===== src/rtl/fp_mac_accum_seq.sv =====
// Sequential dot-product controller around an external combinational FMA
// (z = a*b + c): streams operand pairs in and emits one sum-of-products per job.
module fp_mac_accum_seq #(
  parameter  int SIG_WIDTH = 23,
  parameter  int EXP_WIDTH = 8,
  parameter  int LEN_WIDTH = 8,
  localparam int W         = SIG_WIDTH + EXP_WIDTH + 1
) (
  input  logic                 clk,
  input  logic                 rst_n,
  input  logic                 start,
  input  logic [LEN_WIDTH-1:0] len,
  input  logic [W-1:0]         c_init,
  input  logic [2:0]           rnd,
  input  logic                 in_valid,
  output logic                 in_ready,
  input  logic [W-1:0]         in_a,
  input  logic [W-1:0]         in_b,
  output logic [W-1:0]         mac_a,
  output logic [W-1:0]         mac_b,
  output logic [W-1:0]         mac_c,
  output logic [2:0]           mac_rnd,
  input  logic [W-1:0]         mac_z,
  input  logic [7:0]           mac_status,
  output logic                 out_valid,
  input  logic                 out_ready,
  output logic [W-1:0]         out_z,
  output logic [7:0]           out_status,
  output logic                 busy
);

  typedef enum logic [1:0] {
    ST_IDLE = 2'd0,
    ST_ACC  = 2'd1,
    ST_DONE = 2'd2
  } state_t;

  state_t               state_r;
  state_t               state_s;
  logic [W-1:0]         acc_r;
  logic [LEN_WIDTH-1:0] cnt_r;
  logic [2:0]           rnd_r;
  logic [5:0]           sticky_r;
  logic [1:0]           last_r;

  logic in_ready_r;
  logic out_valid_r;
  logic busy_r;
  logic in_ready_s;
  logic out_valid_s;
  logic busy_s;

  logic start_s;
  logic xfer_s;
  logic last_xfer_s;

  assign start_s     = start && (state_r == ST_IDLE);
  assign xfer_s      = in_valid && in_ready_r;
  assign last_xfer_s = xfer_s && (cnt_r == LEN_WIDTH'(1));

  // State register.
  always_ff @(posedge clk or negedge rst_n) begin
    if (!rst_n) begin
      state_r <= ST_IDLE;
    end else begin
      state_r <= state_s;
    end
  end

  // Next-state logic; an empty job goes straight to DONE.
  always_comb begin
    state_s = state_r;
    case (state_r)
      ST_IDLE: begin
        if (start) begin
          if (len == {LEN_WIDTH{1'b0}}) begin
            state_s = ST_DONE;
          end else begin
            state_s = ST_ACC;
          end
        end else begin
          state_s = ST_IDLE;
        end
      end
      ST_ACC: begin
        if (last_xfer_s) begin
          state_s = ST_DONE;
        end else begin
          state_s = ST_ACC;
        end
      end
      ST_DONE: begin
        if (out_ready) begin
          state_s = ST_IDLE;
        end else begin
          state_s = ST_DONE;
        end
      end
      default: begin
        state_s = ST_IDLE;
      end
    endcase
  end

  // Output decode from the next state so the handshake outputs come straight from flops.
  always_comb begin
    in_ready_s  = 1'b0;
    out_valid_s = 1'b0;
    busy_s      = 1'b1;
    case (state_s)
      ST_IDLE: begin
        busy_s = 1'b0;
      end
      ST_ACC: begin
        in_ready_s = 1'b1;
      end
      ST_DONE: begin
        out_valid_s = 1'b1;
      end
      default: begin
        busy_s = 1'b0;
      end
    endcase
  end

  // Handshake output registers.
  always_ff @(posedge clk or negedge rst_n) begin
    if (!rst_n) begin
      in_ready_r  <= 1'b0;
      out_valid_r <= 1'b0;
      busy_r      <= 1'b0;
    end else begin
      in_ready_r  <= in_ready_s;
      out_valid_r <= out_valid_s;
      busy_r      <= busy_s;
    end
  end

  // Accumulator, remaining count, held rounding mode and job status.
  always_ff @(posedge clk or negedge rst_n) begin
    if (!rst_n) begin
      acc_r    <= {W{1'b0}};
      cnt_r    <= {LEN_WIDTH{1'b0}};
      rnd_r    <= 3'd0;
      sticky_r <= 6'd0;
      last_r   <= 2'd0;
    end else if (start_s) begin
      acc_r    <= c_init;
      cnt_r    <= len;
      rnd_r    <= rnd;
      sticky_r <= 6'd0;
      last_r   <= 2'd0;
    end else if (xfer_s) begin
      acc_r    <= mac_z;
      cnt_r    <= cnt_r - LEN_WIDTH'(1);
      sticky_r <= sticky_r | mac_status[7:2];
      last_r   <= mac_status[1:0];
    end
  end

  assign in_ready   = in_ready_r;
  assign out_valid  = out_valid_r;
  assign busy       = busy_r;
  assign out_z      = acc_r;
  assign out_status = {sticky_r, last_r};

  assign mac_a   = in_a;
  assign mac_b   = in_b;
  assign mac_c   = acc_r;
  assign mac_rnd = rnd_r;

endmodule


===== config.mk =====
export PLATFORM = sky130hd
export DESIGN_NAME = fp_mac_accum_seq
export DESIGN_NICKNAME = d
export VERILOG_FILES = /design/src/rtl/fp_mac_accum_seq.sv
export SDC_FILE = /design/constraint.sdc
export NUM_CORES = 1
export LEC_CHECK = 0
export CORE_AREA = 2 2 114 116
export DETAILED_ROUTE_END_ITERATION = 8
export DIE_AREA = 0 0 116 118
export PLACE_DENSITY = 0.66
export SETUP_SLACK_MARGIN = 0.3
export SYNTH_ARGS = -nofsm -noshare
export SYNTH_HDL_FRONTEND = slang
export SYNTH_SLANG_ARGS = --single-unit

===== constraint.sdc =====
create_clock -name clk -period 2.6 [get_ports clk]
set_input_delay 0.26 -clock clk [delete_from_list [all_inputs] [get_ports clk]]
set_output_delay 0.26 -clock clk [all_outputs]
set_load 0.01 [all_outputs]

==> impl_metrics.py <==
metrics = {
    "die": {
        "design.die.area_sq_um": 13700,
        "core_sq_um": 12400,
        "die_h_microns": 118,
        "rows": 41,
        "start_util_pct": 26.3,
        "die_w_microns": 116,
        "num_io_pins": 294,
    },
    "routing": {
        "drt_iter0_markers": 163,
        "drt_wl_total_microns": 9340,
        "dr.pass1.iters": 6,
        "viasPerCell": 4.45,
        "drc": 0,
        "routedWlPerCell_microns": 15.0,
        "antenna_left": 0,
        "vias": 2775,
    },
    "synth": {
        "seq_area_frac_synth_pct": 42.9,
        "synth_area_leaders": "dfrtp_1, buf_4, nand2_1",
        "syn-num-nets": 541,
        "synth_cell_types": 34,
        "synthFlopType": "dfrtp_1",
        "synth_edf_count": 0,
        "syn_inst": 385,
        "ys_ff_latch": 56,
        "syn_area_sq_um": 3270,
        "synth_top_area_share_pct": 42.9,
        "ys_async_sr_fraction_pct": 100,
        "yosys_warnings": 0,
        "syn_area_per_cell_sq_um": 8.49,
        "synth_top_area_cell": "dfrtp_1",
    },
    "finish": {
        "final_core_util_pct": 36.8,
        "diodes": 0,
        "syn_to_final_growth_pct": 39.9,
        "layout_commonest_cell": "clkdlybuf4s50_1",
        "final_nets": 606,
        "fillers": 1268,
        "final_cell_mix": "clkdlybuf4s50_1, nand2_1, dfrtp_1",
        "drive_above_1_share_pct": 5.54,
    },
    "cts": {
        "htreeDepth": 2,
        "cts_made_buffers": 5,
        "clkTransAtPathRegs_ns": 0.08,
        "clk_path_buf_depth": 2,
        "cts_root_buf": "clkbuf_16",
        "cts_tree": "done",
        "cts.sinks": 56,
        "clkLatencyLatePin_ns": 0.29,
    },
    "timing": {
        "rsz0062_at_grt": "no",
        "slew_viol_final": 0,
        "slew_headroom_pct": 68.1,
        "finalCriticalPeriod_ns": 2.09,
        "worst_hold_slack_ns": 0.487,
        "fin_setup_tns_ns": 0,
        "worst_slew_pin_slew_ns": 0.478,
        "fin_skew_ns": 0.00838,
        "setup_viol": 0,
        "period_share_pct": 80.4,
        "final_hold_viol_count": 0,
        "max_freq_ghz": 0.479,
    },
    "power_and_ir_drop": {
        "power_density_nw_per_um2": 1060,
        "leakagePower_nw": 1.89,
        "ir_drop_uv": 295,
    },
    "placement": {
        "gp_congestion": 0.764,
        "detailed_place_hpwl_microns": 7170,
        "portBuffers": 165,
    },
    "global_route": {
        "grt_pass1_wl_microns": 14500,
        "grt_use_total_pct": 13.3,
        "first_global_vias": 2853,
        "grt_max_degree": 57,
        "antenna_found_initial": 0,
        "grt-ovfl-total": 0,
    },
    "setup_path": {
        "cp-start-kind": "flip-flop",
        "required_ns": 2.84,
        "worstSetupEndpointType": "flip-flop",
        "worstPathArrival_ns": 2.33,
        "cp_max_fo": 7,
        "path_class": "reg -> reg",
        "ff2ff_path_depth": 5,
    },
    "min_path": {
        "hold_path_class": "reg -> reg",
        "whs_path_depth": 2,
    },
    "flow_run": {
        "cap_violations": 0,
    },
    "run_status": {
        "status": "finished, final reports clean",
    },
}
critical path, cell delays in order, from the launching register on:
cell	delay (ns)
dfrtp_1	0.43
or4_4	0.56
or4b_1	0.56
o211ai_1	0.15
ha_1	0.28
inv_1	0.05
metrics by stage:
stage,area (sq um),power [W],std cells,setup WS (ns)
finish,4570,0.00484,623,0.510
CTS,4570,0.00493,623,0.537
floorplan,3270,0.00304,385,0.644
global route,4570,0.00521,623,0.440
global placement,4410,0.00415,614,0.490
detailed placement,4410,0.00420,614,0.468
synth_stat cells, types with 2 or more instances:
| cell type | number |
|---|---|
| o211ai_1 | 5 |
| or4_2 | 2 |
| a21oi_1 | 8 |
| dfrtp_1 | 56 |
| buf_4 | 96 |
| a31oi_1 | 34 |
| inv_1 | 3 |
| nor4_1 | 2 |
| or4_1 | 4 |
| nand3_1 | 5 |
| nand2_1 | 86 |
| nor2_1 | 41 |
| clkbuf_1 | 19 |
| ha_1 | 4 |
repair_timing:
item,4_1_cts,5_1_grt
hold buffers,1,0
hold endpoints to repair,56,0
gates resized for setup,0,0
setup buffers,0,0
registers in the layout, indices dropped and copies added (netlist names):
name / cells
mac_c: 32
sticky_r: 6
in_ready: 1
busy: 1
last_r: 2
out_valid: 1
mac_rnd: 3
state_r: 2
cnt_r: 8
area by class of cell:
class                      count  area (sq um)  share of cell area (%)
clock buffer                   6           139                    3.04
clock inverter                 2          13.8                   0.301
inverter                       3          11.3                   0.246
multi-input combinational    211          1070                    23.4
sequential                    56          1400                    30.7
tap                          172           215                    4.71
timing repair buffer         173          1720                    37.7
power by group:
group	internal [W]	leakage (nW)	switching (W)
Clock	0.000386	0.0772	0.000304
Sequential	0.00128	0.659	0.000328
Combinational	0.00145	1.15	0.00109
Total	0.00312	1.89	0.00172
worst paths after layout:
kind	from	to	slack, ns
worst max-delay path	cnt_r[3]	busy	0.51
worst min-delay path	mac_rnd[1]	mac_rnd[1]	0.49
worst max register to register	cnt_r[3]	busy	0.51
worst min register to register	mac_rnd[1]	mac_rnd[1]	0.49
max in group asynchronous	rst_n	sticky_r[0]	1.81
min in group asynchronous	rst_n	mac_c[18]	0.52
kinds of logic after synthesis:
kind of cell	share of synthesized area [%]
AO/OA/AOI/OAI	10.1
flip-flops	42.9
multiplexers	0.651
buffers and inverters	24.6
adder cells (fa/ha/maj)	1.53
XOR/XNOR	0.268
AND/OR/NAND/NOR	20.0
metal layers:
layer  track usage, %  share of wire, %  vias up
met1             14.5                38     1295
li1                 -                 -     1304
met3             3.24               9.5       40
met4             7.51               4.7        0
met2             23.2                48      136
met5                0                 0        -
Power figures use the tool's default switching activity.
